==> src/rtl/mac_pkg.sv <==
// Shared constants and helpers for the MAC exponent-alignment datapath.
package mac_pkg;
  localparam int EXP_W  = 6;
  localparam int MAN_W  = 22;
  localparam int GRD_W  = 3;
  localparam int N_LANE = 9;
  localparam int EXT_W  = MAN_W + GRD_W;
  localparam int ALN_W  = MAN_W + GRD_W + 1;

  // Low bit of a lane's slice in a packed bus; lane index 0 is lane 1 (MSB slice).
  function automatic int lane_lo(input int lane, input int width);
    return (N_LANE - 1 - lane) * width;
  endfunction

  function automatic logic [EXP_W-1:0] exp_max(input logic [EXP_W-1:0] a,
                                               input logic [EXP_W-1:0] b);
    return (a > b) ? a : b;
  endfunction
endpackage

==> src/rtl/exp_align_pipe_if.sv <==
// Input/output beat bundle of the exponent-alignment stage.
interface exp_align_pipe_if;
  import mac_pkg::*;

  logic                      in_valid;
  logic                      in_ready;
  logic [N_LANE-1:0]         in_skip;
  logic [N_LANE-1:0]         in_sign;
  logic [N_LANE*EXP_W-1:0]   in_exp;
  logic [N_LANE*MAN_W-1:0]   in_man;
  logic                      out_valid;
  logic                      out_ready;
  logic [EXP_W-1:0]          out_max_exp;
  logic [N_LANE*ALN_W-1:0]   out_aligned;

  modport master (
    output in_valid, in_skip, in_sign, in_exp, in_man, out_ready,
    input  in_ready, out_valid, out_max_exp, out_aligned
  );

  modport slave (
    input  in_valid, in_skip, in_sign, in_exp, in_man, out_ready,
    output in_ready, out_valid, out_max_exp, out_aligned
  );
endinterface

==> src/rtl/align_shift_lane.sv <==
// One lane of mantissa alignment: right shift with sticky, then sign apply.
module align_shift_lane
  import mac_pkg::*;
(
  input  logic [MAN_W-1:0] man,
  input  logic             sign,
  input  logic [EXP_W-1:0] diff,
  output logic [ALN_W-1:0] aligned
);
  logic [EXT_W-1:0] ext;
  logic [EXT_W-1:0] shifted;
  logic [EXT_W-1:0] lost_mask;
  logic             sticky;
  logic [ALN_W-1:0] mag;

  // Shifts of EXT_W or more leave shifted = 0 and a full lost mask, so the
  // result collapses to the sticky bit alone (set iff the mantissa is nonzero).
  always_comb begin
    ext       = {man, {GRD_W{1'b0}}};
    shifted   = ext >> diff;
    lost_mask = ~({EXT_W{1'b1}} << diff);
    sticky    = |(ext & lost_mask);
    mag       = {1'b0, shifted[EXT_W-1:1], shifted[0] | sticky};
    aligned   = sign ? -mag : mag;
  end
endmodule

==> src/rtl/exp_align_pipe.sv <==
// Two-stage elastic pipeline: stage 1 registers skip-forced lanes and their
// max exponent, stage 2 registers the nine aligned two's-complement lanes.
module exp_align_pipe
  import mac_pkg::*;
(
  input logic             clk,
  input logic             rst,
  exp_align_pipe_if.slave bus
);
  logic              s1_valid;
  logic              s2_valid;
  logic              s1_advance;
  logic              in_fire;

  logic [EXP_W-1:0]  f_exp  [N_LANE];
  logic [MAN_W-1:0]  f_man  [N_LANE];
  logic [N_LANE-1:0] f_sign;
  logic [EXP_W-1:0]  max_l1 [4];
  logic [EXP_W-1:0]  max_l2 [2];
  logic [EXP_W-1:0]  max_l3;
  logic [EXP_W-1:0]  f_max;

  logic [EXP_W-1:0]  s1_exp [N_LANE];
  logic [MAN_W-1:0]  s1_man [N_LANE];
  logic [N_LANE-1:0] s1_sign;
  logic [EXP_W-1:0]  s1_max;

  logic [N_LANE*ALN_W-1:0] aligned_c;
  logic [N_LANE*ALN_W-1:0] s2_aligned;
  logic [EXP_W-1:0]        s2_max;

  assign s1_advance   = !s2_valid || bus.out_ready;
  assign bus.in_ready = !s1_valid || s1_advance;
  assign in_fire      = bus.in_valid && bus.in_ready;

  // Unpack lanes; a skipped lane becomes an all-zero term.
  always_comb begin
    f_sign = '0;
    for (int i = 0; i < N_LANE; i++) begin
      f_exp[i] = '0;
      f_man[i] = '0;
      if (!bus.in_skip[N_LANE-1-i]) begin
        f_exp[i]  = bus.in_exp[lane_lo(i, EXP_W) +: EXP_W];
        f_man[i]  = bus.in_man[lane_lo(i, MAN_W) +: MAN_W];
        f_sign[i] = bus.in_sign[N_LANE-1-i];
      end
    end
  end

  // Max tree: four pairs, then two, then one, then the odd ninth lane.
  always_comb begin
    for (int i = 0; i < 4; i++) begin
      max_l1[i] = exp_max(f_exp[2*i], f_exp[2*i+1]);
    end
    max_l2[0] = exp_max(max_l1[0], max_l1[1]);
    max_l2[1] = exp_max(max_l1[2], max_l1[3]);
    max_l3    = exp_max(max_l2[0], max_l2[1]);
    f_max     = exp_max(max_l3, f_exp[N_LANE-1]);
  end

  // Stage 1 register: capture forced lanes and max exponent on input transfer.
  always_ff @(posedge clk or posedge rst) begin
    if (rst) begin
      s1_valid <= 1'b0;
      s1_sign  <= '0;
      s1_max   <= '0;
      for (int i = 0; i < N_LANE; i++) begin
        s1_exp[i] <= '0;
        s1_man[i] <= '0;
      end
    end else begin
      if (bus.in_ready) s1_valid <= bus.in_valid;
      if (in_fire) begin
        s1_sign <= f_sign;
        s1_max  <= f_max;
        for (int i = 0; i < N_LANE; i++) begin
          s1_exp[i] <= f_exp[i];
          s1_man[i] <= f_man[i];
        end
      end
    end
  end

  for (genvar g = 0; g < N_LANE; g++) begin : g_lane
    localparam int LO = lane_lo(g, ALN_W);
    logic [EXP_W-1:0] diff;

    assign diff = s1_max - s1_exp[g];

    align_shift_lane u_lane (
      .man     (s1_man[g]),
      .sign    (s1_sign[g]),
      .diff    (diff),
      .aligned (aligned_c[LO +: ALN_W])
    );
  end

  // Stage 2 register: hold the aligned beat until downstream takes it.
  always_ff @(posedge clk or posedge rst) begin
    if (rst) begin
      s2_valid   <= 1'b0;
      s2_max     <= '0;
      s2_aligned <= '0;
    end else if (s1_advance) begin
      s2_valid <= s1_valid;
      if (s1_valid) begin
        s2_max     <= s1_max;
        s2_aligned <= aligned_c;
      end
    end
  end

  assign bus.out_valid   = s2_valid;
  assign bus.out_max_exp = s2_max;
  assign bus.out_aligned = s2_aligned;
endmodule

==> src/flat_wrapper.sv <==
// flat-port wrapper written by rule: the top's interface ports become plain ports
module exp_align_pipe_flat import mac_pkg::*;
  (clk, rst, bus_in_valid, bus_in_skip, bus_in_sign, bus_in_exp, bus_in_man, bus_out_ready, bus_in_ready, bus_out_valid, bus_out_max_exp, bus_out_aligned);
  exp_align_pipe_if bus_i ();
  input logic clk;
  input logic rst;
  input wire logic [$bits(bus_i.in_valid)-1:0] bus_in_valid;
  input wire logic [$bits(bus_i.in_skip)-1:0] bus_in_skip;
  input wire logic [$bits(bus_i.in_sign)-1:0] bus_in_sign;
  input wire logic [$bits(bus_i.in_exp)-1:0] bus_in_exp;
  input wire logic [$bits(bus_i.in_man)-1:0] bus_in_man;
  input wire logic [$bits(bus_i.out_ready)-1:0] bus_out_ready;
  output wire logic [$bits(bus_i.in_ready)-1:0] bus_in_ready;
  output wire logic [$bits(bus_i.out_valid)-1:0] bus_out_valid;
  output wire logic [$bits(bus_i.out_max_exp)-1:0] bus_out_max_exp;
  output wire logic [$bits(bus_i.out_aligned)-1:0] bus_out_aligned;
  assign bus_i.in_valid = bus_in_valid;
  assign bus_i.in_skip = bus_in_skip;
  assign bus_i.in_sign = bus_in_sign;
  assign bus_i.in_exp = bus_in_exp;
  assign bus_i.in_man = bus_in_man;
  assign bus_i.out_ready = bus_out_ready;
  assign bus_in_ready = bus_i.in_ready;
  assign bus_out_valid = bus_i.out_valid;
  assign bus_out_max_exp = bus_i.out_max_exp;
  assign bus_out_aligned = bus_i.out_aligned;
  exp_align_pipe u_core (.clk(clk), .rst(rst), .bus(bus_i));
endmodule
==> config.mk <==
export PLATFORM = sky130hd
export DESIGN_NAME = exp_align_pipe_flat
export DESIGN_NICKNAME = d
export VERILOG_FILES = /design/src/rtl/mac_pkg.sv /design/src/rtl/exp_align_pipe_if.sv /design/src/rtl/align_shift_lane.sv /design/src/rtl/exp_align_pipe.sv /design/src/flat_wrapper.sv
export SDC_FILE = /design/constraint.sdc
export NUM_CORES = 2
export LEC_CHECK = 0
export CAP_MARGIN = 20
export CORE_ASPECT_RATIO = 0.8
export CORE_MARGIN = 1
export CORE_UTILIZATION = 45
export DETAILED_ROUTE_END_ITERATION = 16
export PLACE_DENSITY_LB_ADDON = 0.08
export SLEW_MARGIN = 20
export SYNTH_ARGS = -nofsm -noshare
export SYNTH_HDL_FRONTEND = slang
export SYNTH_SLANG_ARGS = --single-unit
export TNS_END_PERCENT = 20
==> constraint.sdc <==
create_clock -name clk -period 30.9 [get_ports clk]
set_input_delay 6.18 -clock clk [delete_from_list [all_inputs] [get_ports clk]]
set_output_delay 6.18 -clock clk [all_outputs]
set_load 0.02 [all_outputs]
==> flow_summary_export.csv <==
group,metric,value,unit
final_layout,area_growth,18.13,%
final_layout,fillers,9384,
drt,num_vias,43980,
cts,clk_pin_slew_worst_paths,60,ps
sta,post-route-period-util,0.4877,
sta,finalCriticalPeriod,15070,ps
cts,post_cts_buffers,0,
cts,holdBufCountCts,0,
sta,worst_pin_slew,1146,ps
cts,insertion_delay,660,ps
worst_setup_path,cp_slowest_cell,"clkdlybuf4s50_1",
worst_setup_path,max_stage_delay,930,ps
sta,setup_viol,0,
cts,htree_levels,2,
yosys,synthesis.nets,5989,
cts,cts_resized,0,
yosys,synth-edff-count,0,
final_layout,regArea,0.01274,mm²
placement,dp_cells,7127,
drt,wl,160000,µm
yosys,synthXorXnorAreaFrac,0.04556,
drt,drcViolationCount,0,
worst_setup_path,endpoint_kind,"register",
cts,cts-root-buf,"clkbuf_16",
yosys,yosys_warnings,0,
floorplanning,placeableCoreArea,0.09725,mm²
cts,cts_buffers,59,
sta,finClkSkew,26.19,ps
floorplanning,initial_core_util,0.4561,
final_layout,multi_input_area,0.02957,mm²
cts,cts.sinks,509,
worst_setup_path,setup.worst_path.class,"in -> reg",
yosys,yosys.area_share.simple,0.2501,
yosys,syn_avg_cell_area,7.900,µm²
worst_setup_path,cp_max_fo,29,
global_route,grt_overflow,0,
yosys,syn_area,0.04435,mm²
cts,cts_buffer_depth,3,
placement,io_buffers,515,
floorplanning,ios,516,
global_route,grt_max_degree,104,
cts,cts_tree,"built",
sta,rsz0062_at_grt,"false",
yosys,synth_largest_area_cell,"dfrtp_1",
worst_setup_path,crit_top_cell,"o21a_1",
drt,firstDrtPassIters,8,
sta,final_max_slew_viol_count,0,
worst_setup_path,start_kind,"input pin",
yosys,postSynthCellCount,5614,
floorplanning,std_cell_rows,102,
yosys,ys_seq_area_frac,0.2872,
sta,finalSetupTns,0,ps
drt,wl_per_cell,22.09,µm
global_route,track_usage,0.3097,
sta,slew_headroom,0.2334,
sta,hold_viol,0,
drt,via_per_inst,6.072,
power_and_ir_drop,cellPowerDensity,123.6,mW/mm²
yosys,synth-compound-area-share,0.2088,
placement,place_congestion,0.9868,
power_and_ir_drop,ir_drop,0.08683,mV
yosys,synth_fa_ha_area_frac,0.03092,
global_route,antenna_found_initial,16,
final_layout,drive_gt1_frac,0.08089,
floorplanning,die_area,0.09983,mm²
run_status,status,"finished clean",
yosys,muxShareOfSynthArea,0.1279,
placement,hpwlAfterDp,120000,µm
drt,drt_iter0_drc,5119,
global_route,grt_first_pass_wirelength,245500,µm
worst_setup_path,r2r_slack,24110,ps
drt,ant_nets,0,
yosys,yosysTopAreaCellShare,0.2872,
floorplanning,die_h,282.8,µm
yosys,ys_ff_latch,509,
hold_path,hold_path_class,"reg -> reg",
floorplanning,die-width,353.0,µm
job,drv_cap,0,
yosys,synthDistinctLibCells,110,
yosys,synth.most_common_cell,"nand2_1",
sta,max_freq,66.36,MHz
yosys,synthFlopType,"dfrtp_1",
worst_setup_path,crit_required,31470,ps
global_route,grt_pass1_vias,40190,
hold_path,min_path_cells,2,
worst_setup_path,r2r_cells,19,
worst_setup_path,arrival,15640,ps
final_layout,instances_no_fill,7243,
yosys,async_flop_share,1.000,
power_and_ir_drop,p_leak,0.02201,µW
final_layout,nNetsFinal,6263,
yosys,yosys-top-cells-area,"dfrtp_1 29%, nand2_1 9.2%, mux2i_1 6.0%",
yosys,synth_top_family_by_area,"simple AND/OR/NAND/NOR gates",
yosys,synthTopCellsByCount,"1086 x nand2_1, 528 x o21ai_0, 509 x dfrtp_1",
==> routing by layer <==
layer  routed length [µm]  global-route usage  up-vias
met5                  113                   0        -
met4                 4067             0.08059       18
met3                12380             0.05402      229
met2                68550              0.4580     1721
met1                74930              0.4627    21190
li1                     -                   -    20820
==> flip-flops by register name, indices dropped and copies added (netlist names) <==
register                flops
u_core.s1_exp              54
u_core.s1_sign              9
u_core.s1_max               6
u_core.bus.out_valid        1
u_core.bus.out_aligned    234
u_core.bus.out_max_exp      6
u_core.s1_man             198
u_core.s1_valid             1
==> final timing paths <==
check,startpoint,end
setup / recovery,bus_in_skip[7],u_core.s1_max[0]
min in group asynchronous,rst,u_core.bus.out_aligned[200]
max in group asynchronous,rst,u_core.s1_man[53]
hold reg to reg,u_core.bus.out_aligned[158],u_core.bus.out_aligned[158]
hold / removal,u_core.bus.out_aligned[158],u_core.bus.out_aligned[158]
setup reg to reg,u_core.s1_max[0],u_core.bus.out_aligned[232]
==> power breakdown <==
group / internal [µW] / switching, µW
registers: 827 / 163
clock network: 438 / 311
logic: 1700 / 3040
==> critical path, delay by kind of cell <==
kind                     cells  cell delay, ps
AND/OR/NAND/NOR              6             960
AO/OA/AOI/OAI               20            5050
buffers and inverters        2             990
multiplexers                 2             720
adder cells (fa/ha/maj)      6            1730
==> cells by family (layout without fill, tap and decap cells) <==
family / Yosys count / after routing
compound gates: 1445 / 1445
xor+xnor: 226 / 226
fa+ha+maj: 105 / 105
buf+inv: 537 / 857
flops: 509 / 509
mux: 448 / 448
other cells: 0 / 9
simple gates: 2344 / 2344
==> cells in the final DEF, fill, tap and decap left out, types with 72 or more instances in the layout <==
master | synthesis | final
inv_1 | 132 | 131
a31oi_1 | 75 | 75
xnor2_1 | 110 | 104
o21ai_0 | 528 | 528
clkdlybuf4s50_1 | 0 | 513
mux2_2 | 101 | 101
nand2_1 | 1086 | 1084
mux4_2 | 72 | 72
nand3_1 | 143 | 143
nor3_1 | 138 | 137
xor2_1 | 112 | 102
ha_1 | 92 | 92
dfrtp_1 | 509 | 508
nor2_1 | 371 | 370
nand2b_1 | 78 | 78
a21oi_1 | 229 | 229
mux2i_1 | 265 | 265
o31ai_1 | 90 | 90
nand3b_1 | 195 | 195
buf_4 | 13 | 97
==> final cells by class <==
class | count | share of cell area
Antenna cell | 9 | 0.0004299
Clock buffer | 81 | 0.03286
Clock inverter | 26 | 0.005827
Inverter | 137 | 0.009959
Multi-Input combinational cell | 4568 | 0.5644
Sequential cell | 509 | 0.2431
Tap cell | 1300 | 0.03105
Timing Repair Buffer | 613 | 0.1123
==> stage by stage <==
stage	util	worst slack, ps	hold WS, ps	cell area, µm²	power (µW)
finish	0.5387	15830	475.7	52390	6477
detailed placement	0.5176	15090	466.8	50340	5613
global placement	0.5176	15200	459.4	50340	5612
floorplan	-	10510	449.5	44350	4260
CTS	0.5385	15790	481.7	52370	6388
global route	0.5386	15300	501.5	52380	6915
Note: power is estimated with default switching activity, not from simulation.
